$ cat src/rtl/nibble_serial_adder_pkg.sv
// rtl/nibble_serial_adder_pkg.sv - shared constants for the nibble-serial adder
package nsa_pkg;
  localparam int NIB_W = 4;

  localparam logic [1:0] IDLE = 2'd0;
  localparam logic [1:0] RUN  = 2'd1;
  localparam logic [1:0] DONE = 2'd2;

  function automatic int idx_width(input int nibbles);
    return (nibbles > 1) ? $clog2(nibbles) : 1;
  endfunction
endpackage

$ cat src/rtl/nibble_serial_adder_if.sv
// rtl/nibble_serial_adder_if.sv - operand/result handshake bundle for the nibble-serial adder
interface nibble_serial_adder_if #(
  parameter int NIBBLES = 4
);
  import nsa_pkg::*;
  localparam int W = NIB_W * NIBBLES;

  logic         in_valid;
  logic         in_ready;
  logic [W-1:0] a;
  logic [W-1:0] b;
  logic         ci;
  logic         op_sub;
  logic         out_valid;
  logic         out_ready;
  logic [W-1:0] sum;
  logic         co;
  logic         ovf;

  modport master (
    output in_valid, a, b, ci, op_sub, out_ready,
    input  in_ready, out_valid, sum, co, ovf
  );

  modport slave (
    input  in_valid, a, b, ci, op_sub, out_ready,
    output in_ready, out_valid, sum, co, ovf
  );
endinterface

$ cat src/rtl/nibble_serial_adder_cla4.sv
// rtl/nibble_serial_adder_cla4.sv - 4-bit carry-lookahead adder slice
module nibble_cla4
  import nsa_pkg::*;
(
  input  logic [NIB_W-1:0] a,
  input  logic [NIB_W-1:0] b,
  input  logic             ci,
  output logic [NIB_W-1:0] s,
  output logic             co,
  output logic             c3
);
  logic [3:0] g;
  logic [3:0] p;
  logic [4:0] c;

  assign g = a & b;
  assign p = a ^ b;

  // Every carry is flattened from g/p and ci so no carry ripples through the slice.
  assign c[0] = ci;
  assign c[1] = g[0] | (p[0] & ci);
  assign c[2] = g[1] | (p[1] & g[0]) | (p[1] & p[0] & ci);
  assign c[3] = g[2] | (p[2] & g[1]) | (p[2] & p[1] & g[0]) | (p[2] & p[1] & p[0] & ci);
  assign c[4] = g[3] | (p[3] & g[2]) | (p[3] & p[2] & g[1]) | (p[3] & p[2] & p[1] & g[0])
              | (p[3] & p[2] & p[1] & p[0] & ci);

  assign s  = p ^ c[3:0];
  assign co = c[4];
  assign c3 = c[3];
endmodule

$ cat src/rtl/nibble_serial_adder.sv
// rtl/nibble_serial_adder.sv - wide add/subtract engine, one nibble per cycle LSB first
module nibble_serial_adder
  import nsa_pkg::*;
#(
  parameter int NIBBLES = 4
) (
  input  logic                  clk,
  input  logic                  rst_n,
  nibble_serial_adder_if.slave  bus
);
  localparam int W     = NIB_W * NIBBLES;
  localparam int IDX_W = idx_width(NIBBLES);
  localparam logic [IDX_W-1:0] IDX_LAST = IDX_W'(NIBBLES - 1);

  logic [1:0]       state;
  logic             in_ready_q;
  logic             out_valid_q;
  logic [W-1:0]     a_q;
  logic [W-1:0]     b_q;
  logic             carry;
  logic [IDX_W-1:0] idx;
  logic [W-1:0]     sum_q;
  logic             co_q;
  logic             ovf_q;

  logic [NIB_W-1:0] a_nib;
  logic [NIB_W-1:0] b_nib;
  logic [NIB_W-1:0] s_nib;
  logic             co_nib;
  logic             c3_nib;

  assign a_nib = a_q[NIB_W*idx +: NIB_W];
  assign b_nib = b_q[NIB_W*idx +: NIB_W];

  nibble_cla4 u_slice (
    .a  (a_nib),
    .b  (b_nib),
    .ci (carry),
    .s  (s_nib),
    .co (co_nib),
    .c3 (c3_nib)
  );

  // in_ready is registered so it stays low until the first edge after reset release.
  always_ff @(posedge clk or negedge rst_n) begin
    if (!rst_n) begin
      state       <= IDLE;
      in_ready_q  <= 1'b0;
      out_valid_q <= 1'b0;
      a_q         <= '0;
      b_q         <= '0;
      carry       <= 1'b0;
      idx         <= '0;
      sum_q       <= '0;
      co_q        <= 1'b0;
      ovf_q       <= 1'b0;
    end else begin
      case (state)
        IDLE: begin
          if (bus.in_valid && in_ready_q) begin
            a_q        <= bus.a;
            b_q        <= bus.b ^ {W{bus.op_sub}};
            carry      <= bus.op_sub | bus.ci;
            idx        <= '0;
            state      <= RUN;
            in_ready_q <= 1'b0;
          end else begin
            in_ready_q <= 1'b1;
          end
        end
        RUN: begin
          sum_q[NIB_W*idx +: NIB_W] <= s_nib;
          carry                     <= co_nib;
          if (idx == IDX_LAST) begin
            co_q        <= co_nib;
            ovf_q       <= c3_nib ^ co_nib;
            out_valid_q <= 1'b1;
            state       <= DONE;
          end else begin
            idx <= idx + IDX_W'(1);
          end
        end
        DONE: begin
          if (bus.out_ready) begin
            out_valid_q <= 1'b0;
            in_ready_q  <= 1'b1;
            state       <= IDLE;
          end
        end
        default: begin
          state       <= IDLE;
          in_ready_q  <= 1'b0;
          out_valid_q <= 1'b0;
        end
      endcase
    end
  end

  assign bus.in_ready  = in_ready_q;
  assign bus.out_valid = out_valid_q;
  assign bus.sum       = sum_q;
  assign bus.co        = co_q;
  assign bus.ovf       = ovf_q;
endmodule

$ cat src/flat_wrapper.sv
// flat-port wrapper written by rule: the top's interface ports become plain ports
module nibble_serial_adder_flat import nsa_pkg::*;
#(
  parameter int NIBBLES = 4
)
  (clk, rst_n, bus_in_valid, bus_a, bus_b, bus_ci, bus_op_sub, bus_out_ready, bus_in_ready, bus_out_valid, bus_sum, bus_co, bus_ovf);
  nibble_serial_adder_if #(.NIBBLES(NIBBLES)) bus_i ();
  input  logic clk;
  input  logic rst_n;
  input wire logic [$bits(bus_i.in_valid)-1:0] bus_in_valid;
  input wire logic [$bits(bus_i.a)-1:0] bus_a;
  input wire logic [$bits(bus_i.b)-1:0] bus_b;
  input wire logic [$bits(bus_i.ci)-1:0] bus_ci;
  input wire logic [$bits(bus_i.op_sub)-1:0] bus_op_sub;
  input wire logic [$bits(bus_i.out_ready)-1:0] bus_out_ready;
  output wire logic [$bits(bus_i.in_ready)-1:0] bus_in_ready;
  output wire logic [$bits(bus_i.out_valid)-1:0] bus_out_valid;
  output wire logic [$bits(bus_i.sum)-1:0] bus_sum;
  output wire logic [$bits(bus_i.co)-1:0] bus_co;
  output wire logic [$bits(bus_i.ovf)-1:0] bus_ovf;
  assign bus_i.in_valid = bus_in_valid;
  assign bus_i.a = bus_a;
  assign bus_i.b = bus_b;
  assign bus_i.ci = bus_ci;
  assign bus_i.op_sub = bus_op_sub;
  assign bus_i.out_ready = bus_out_ready;
  assign bus_in_ready = bus_i.in_ready;
  assign bus_out_valid = bus_i.out_valid;
  assign bus_sum = bus_i.sum;
  assign bus_co = bus_i.co;
  assign bus_ovf = bus_i.ovf;
  nibble_serial_adder #(.NIBBLES(NIBBLES)) u_core (.clk(clk), .rst_n(rst_n), .bus(bus_i));
endmodule
$ cat config.mk
export PLATFORM = sky130hd
export DESIGN_NAME = nibble_serial_adder_flat
export DESIGN_NICKNAME = d
export VERILOG_FILES = /design/src/rtl/nibble_serial_adder_pkg.sv /design/src/rtl/nibble_serial_adder_if.sv /design/src/rtl/nibble_serial_adder_cla4.sv /design/src/rtl/nibble_serial_adder.sv /design/src/flat_wrapper.sv
export SDC_FILE = /design/constraint.sdc
export NUM_CORES = 1
export LEC_CHECK = 0
export ABC_AREA = 1
export BUFFER_PORTS_ARGS = -buffer_cell sky130_fd_sc_hd__buf_2
export CAP_MARGIN = 20
export CORE_MARGIN = 10
export CORE_UTILIZATION = 55
export DETAILED_ROUTE_END_ITERATION = 10
export GPL_TIMING_DRIVEN = 0
export PLACE_DENSITY = 0.9
export SYNTH_ARGS = -nofsm -noshare
export SYNTH_HDL_FRONTEND = slang
export SYNTH_HIERARCHICAL = 1
export SYNTH_SLANG_ARGS = --single-unit
$ cat constraint.sdc
create_clock -name clk -period 5.3 [get_ports clk]
set_input_delay 0.53 -clock clk [delete_from_list [all_inputs] [get_ports clk]]
set_output_delay 0.53 -clock clk [all_outputs]
set_load 0.01 [all_outputs]
Yosys cells after proc, flatten, opt, wreduce, memory -nomap -nowiden. Cells that the tools add are included.

Register bits after elaboration: 57. Latch bits: 0. Bits in writable memories: 0. Memory bits (read-only): 0. Output and inout bits: 20. Memories kept: 0.

Add/sub/neg operators: 2. Multiply operators: 0. Div/mod/pow operators: 0. Order comparisons: 0. Eq/ne operators: 7. Shifts and indexed selects: 4. Mux-type cells: 16. Bitwise gates (word level): 34. Reductions and logical operators: 10.

Operator list (number): $neg A4 Y34 (1); $shift A4 B34 Y16 const A (1); $shiftx A4 B34 Y16 (1); $shiftx A16 B5 Y4 (2); $and A1 B1 Y1 (16); $bwmux W16 (1); $xor A16 B16 Y16 (1); $or A1 B1 Y1 (11); $mux W2 (5); $reduce_and A3 Y1 (3); $reduce_and A2 Y1 (4); $xor A4 B4 Y4 (2); $pmux W1 S3 (2); $pmux W2 S3 (1); $mux W1 (5); $and A4 B4 Y4 (1); $eq A2 B2 Y1 const B (2); $ne A2 B1 Y1 const B (2); $ne A2 B2 Y1 const B (2); $pmux W2 S2 (1); $add A2 B1 Y2 const B (1); $eq A2 B1 Y1 const B (1); $logic_not A2 Y1 (1); $not A1 Y1 (2); other kinds (4) (4).

Depth between registers and ports, before layout.
Depth in word-level cells: 9. Depth in mapped cells: 18. Mapped depth without buffers: 16.

Cells and area by module. Netlist, hierarchy kept.

By module, submodules not included: nibble_serial_adder (times used 1, cells each 355, area an instance 2989.1 um^2, seq. area each 1426.4 um^2); nibble_cla4 (times used 1, cells each 31, area an instance 193.9 um^2, seq. area each 0.0 um^2).

Worst setup path before layout. OpenSTA, ideal clock, no wires.

Kind: reg2reg. From: register u_core.idx[0]. To: register u_core.sum_q[15] (netlist: u_core/bus.sum[15]). Arrival: 2.138 ns. Setup slack: 3.097 ns. Stages on the path, launching flop included: 16. Cell sequence: dfrtp_1 buf_4 inv_1 buf_2 nand2_1 o211ai_1 nand2_1 ha_1 or2_1 nand2_2 nand3_1 nand2_1 inv_1 nor3_1 nand2_1 nand2_1.

Word-level cells in the longest chain between the ends: 9. Elaborated cells between the ends (all ways): 24. Those cells by class: add/sub (1); shift (4); mux (1); bitwise (18).

Ends and longest elaborated chain: start, declared (line nibble_serial_adder.sv:21) `logic [IDX_W-1:0] idx;`; start signal, assigned (line nibble_serial_adder.sv:80) `idx <= idx + IDX_W'(1);`; $shiftx A16 B5 Y4 * (line nibble_serial_adder.sv:32) `assign a_nib = a_q[NIB_W*idx +: NIB_W];`; net u_core.a_nib[2] (line nibble_serial_adder.sv:26) `logic [NIB_W-1:0] a_nib;`; $xor A4 B4 Y4 (line nibble_serial_adder_cla4.sv:17) `assign p = a ^ b;`; $and A1 B1 Y1 (line nibble_serial_adder_cla4.sv:23) `assign c[3] = g[2] | (p[2] & g[1]) | (p[2] & p[1] & g[0]) | (p[2] & p[1] & p[0] & ci);`; $or A1 B1 Y1 or $and A1 B1 Y1 (tied branches) (2 in series) (line nibble_serial_adder_cla4.sv:23); $or A1 B1 Y1 * (line nibble_serial_adder_cla4.sv:23); $xor A4 B4 Y4 * (line nibble_serial_adder_cla4.sv:27) `assign s = p ^ c[3:0];`; net u_core.s_nib[3] (line nibble_serial_adder.sv:28) `logic [NIB_W-1:0] s_nib;`; $shiftx A4 B34 Y16 * (line nibble_serial_adder.sv:72) `sum_q[NIB_W*idx +: NIB_W] <= s_nib;`; $bwmux W16 * (line nibble_serial_adder.sv:72); end signal, assigned by index (line nibble_serial_adder.sv:72); end, declared (line nibble_serial_adder.sv:22) `logic [W-1:0] sum_q;`.

Mark *: on every way through the listed nets, which the timed path passes. The rest lies on a longest branch. A chain may end at the register's enable or synchronous reset.

Worst setup path in the final report. Ends and elaborated chain as after synthesis.

==> impl_results.md <==
- Run status: completed
- Sw Pwr: 1.24 mW
- Drt wl/cell: 14.3 µm
- Final period utilization: 52.5%
- Clk sinks: 57
- # fillers: 444
- GPL Wtd Cong: 0.846
- Final setup TNS: 0 ps
- CP peak stage delay: 420 ps
- Tot GR Track Use: 18.0%
- Synth warnings: 6
- DR DRC count: 0
- Most frequent cells in the layout: nand2_1, buf_2, dfrtp_1
- Flop2flop setup slack: 2520 ps
- Footprint of the multi-input gates: 0.00150 mm²
- CP Class: reg2reg
- Xor/xnor cell area share of the yosys netlist: 4.95%
- Fraction of layout cells with a size suffix above 1: 23.7%
- DR pass1 iterations: 5
- Cts bufs inserted: 9
- Power, Total: 2.80 mW
- Comb pwr share: 52.5%
- Hold Violations, Final: 0
- Crit-path most repeated cell: nand2_1
- FF+latch area: 0.00143 mm²
- Crit path max fanout: 10
- RSZ-0062 raised after global routing: false
- Worst slew pin tran: 560 ps
- Worst Hold Slack: 173 ps
- Min Tclk post-route: 2780 ps
- Longest Clk Path Bufs: 2
- CP Capture Type: flop
- Critical-path cell list: buf_4 -> inv_1 -> buf_2 -> nor2_1 -> nor2_1 -> o21ai_0 -> nand2_1 -> ha_1 -> or2_1 -> nand2_2 -> nand3_1 -> nand2_1 -> inv_1 -> nor3_1 -> nand2_1 -> nand2_1
- Max cap viols: 0
- Sequential share of the synthesized area: 44.8%
- Post-Synth Adder-Cell Area: 4.56%
- Detail Placement HPWL: 5.52 mm
- Clk slew on worst S/H paths: 70 ps
- Routed wire length: 7.57 mm
- Design area: 0.00385 mm²
- Worst path slowest cell: dfrtp_1
- 1st-iter DRT viols: 184
- Die Y: 96.1 µm
- Pwr per Cell Area: 727 mW/mm²
- Core area: 0.00557 mm²
- Compound-gate portion of the synthesized area: 6.45%
- Fmax: 360 MHz
- IO Port Bufs: 56
- WL met1: 3.07 mm
- Worst-Skew Late Latency: 340 ps
- Leakage: 2.11 nW
- Distinct cell type count of the synthesized netlist: 29
- WL met2: 3.81 mm
- Startpoint class of the critical path: flop
- Hold Crit Class: in2async
- Maximum VDD drop: 0.382 mV
- Switching Fraction: 44.4%
- Cell Int Power: 1.56 mW
- Post-Route Skew: 7.33 ps
- Mean Syn Cell Area: 8.25 µm²
- Post-CTS sizing: 0
- Die X: 96.1 µm
- Layout net count: 503
- Max layer used: met4
- Final setup violation count: 0
- Die area: 0.00923 mm²
- FF+latch count, synth: 57
- Mux cell area share after synthesis: 0%
- Largest net degree at the start of global routing: 34
- Simple-gate area share of the yosys netlist: 31.3%
- Most common cell after layout, fill and taps aside: nand2_1
- Clock power share: 20.2%
- Initial Util: 57.1%
- Routed met3 length: 522 µm
- DR vias/cell: 5.22
- Syn Std Cell Area: 0.00318 mm²
- Root Driver: clkbuf_8
- Critical path data required time: 5580 ps
- ANT nets after route: 0
- Worst setup margin: 2520 ps
- CTS tree: done
- Syn nets: 435
- Main combinational cell family by area after synthesis: simple AND/OR/NAND/NOR gates
- Post-synthesis cell count: 386
- First-pass GRT wire length: 13.2 mm
- Hold Buf Count CTS: 0
- Initial antenna violation count: 0
- Crit path DAT: 3060 ps
- # rows: 27
- Vias in the first global route: 2,977
- Pre-CTS setup slack: 2720 ps
- Relative slew slack: 62.6%
- Postcts setup bufs: 0
- Instance area at placement: 0.00357 mm²
- GRT overflow: 0
- Area delta synth->final: 21.0%
- Final count of pins violating max slew: 0
- Number of H-tree levels: 3
- Number of diodes: 0
- Vias: 2,772
- Seq pwr share: 27.3%
- I/O pin count: 58
[critical path, delay by kind of cell (launching register included)]
kind,cells,cell delay [ps]
and+or+nand+nor,10,1240
buffers and inverters,4,650
AOI/OAI and AO/OA,1,130
DFF,1,420
adders and majority gates,1,280
[through the flow]
step | util (%) | std cells
after floorplan | - | 386
after global placement | 63.7 | 514
after detailed placement | 64.1 | 515
after CTS | 69.1 | 531
after global routing | 69.1 | 531
final | 69.1 | 531
[flip-flops by register name (all words and copies together), names as in the netlist]
| register | cells |
|---|---|
| u_core/a_q | 16 |
| u_core/b_q | 16 |
| u_core/bus.sum | 16 |
| u_core/idx | 2 |
| u_core/state | 2 |
| u_core/bus.co | 1 |
| u_core/bus.in_ready | 1 |
| u_core/bus.out_valid | 1 |
| u_core/bus.ovf | 1 |
| u_core/carry | 1 |
[synth_stat cells]
cell	number	share of area [%]
a21oi_1	3	0.47
buf_1	2	0.24
buf_12	1	0.63
buf_2	7	1.1
buf_4	5	1.2
buf_6	1	0.35
bufinv_8	1	0.55
clkbuf_4	1	0.24
clkinv_1	1	0.12
dfrtp_1	57	45
fa_1	1	0.63
ha_1	10	3.9
inv_1	29	3.4
inv_2	1	0.12
nand2_1	137	16
nand2_2	7	1.4
nand2_4	1	0.35
nand3_1	27	4.2
nand3_4	4	2.2
nand4_1	4	0.79
nor2_1	22	2.6
nor2_4	6	2.1
nor2_8	1	0.63
nor3_1	4	0.63
o211ai_1	8	1.9
o21ai_0	20	3.1
o21ai_1	6	0.94
or2_1	1	0.20
xnor2_1	18	5.0
[kinds of logic (layout without fill, tap and decap cells)]
logic type | after synthesis | count (layout)
XOR/XNOR | 18 | 18
adder cells (fa/ha/maj) | 11 | 11
flip-flops | 57 | 57
buffers and inverters | 49 | 122
AO/OA/AOI/OAI | 37 | 37
AND/OR/NAND/NOR | 214 | 214
[power groups by stage]
| stage | sequential [mW] | combinational [mW] | clock (mW) |
|---|---|---|---|
| after floorplan | 0.770 | 1.06 | 0 |
| after global placement | 0.753 | 1.38 | 0 |
| after detailed placement | 0.768 | 1.44 | 0 |
| after CTS | 0.763 | 1.47 | 0.567 |
| after global routing | 0.788 | 1.66 | 0.591 |
| final | 0.764 | 1.47 | 0.564 |
[final timing paths]
check                                       start                  end  depth (start not counted)
worst min register to register  u_core/bus.sum[5]    u_core/bus.sum[5]                          2
min in group clk                        bus_a[14]       u_core/a_q[14]                          3
worst max register to register      u_core/idx[0]   u_core/bus.sum[15]                         16
worst max-delay path                u_core/idx[0]   u_core/bus.sum[15]                         16
max in group asynchronous                   rst_n        u_core/b_q[1]                          2
worst min-delay path                        rst_n  u_core/bus.in_ready                          1
[per-layer routing]
metal  up-vias  GRT usage (%)
met5         -              0
met4         0           9.21
met3        24           4.28
met2        87           30.4
met1      1306           20.9
li1       1355              -
[final cells by class]
| class | instances | share of cell area, % |
|---|---|---|
| clock inverters | 5 | 3.25 |
| inverters | 32 | 3.48 |
| well taps | 72 | 2.34 |
| clock buffers | 11 | 3.93 |
| flip-flops and latches | 57 | 37.0 |
| multi-input cells | 280 | 39.1 |
| repair buffers | 57 | 7.80 |
| plain buffers | 17 | 3.09 |
No activity file was read; power rests on OpenSTA's default activity.
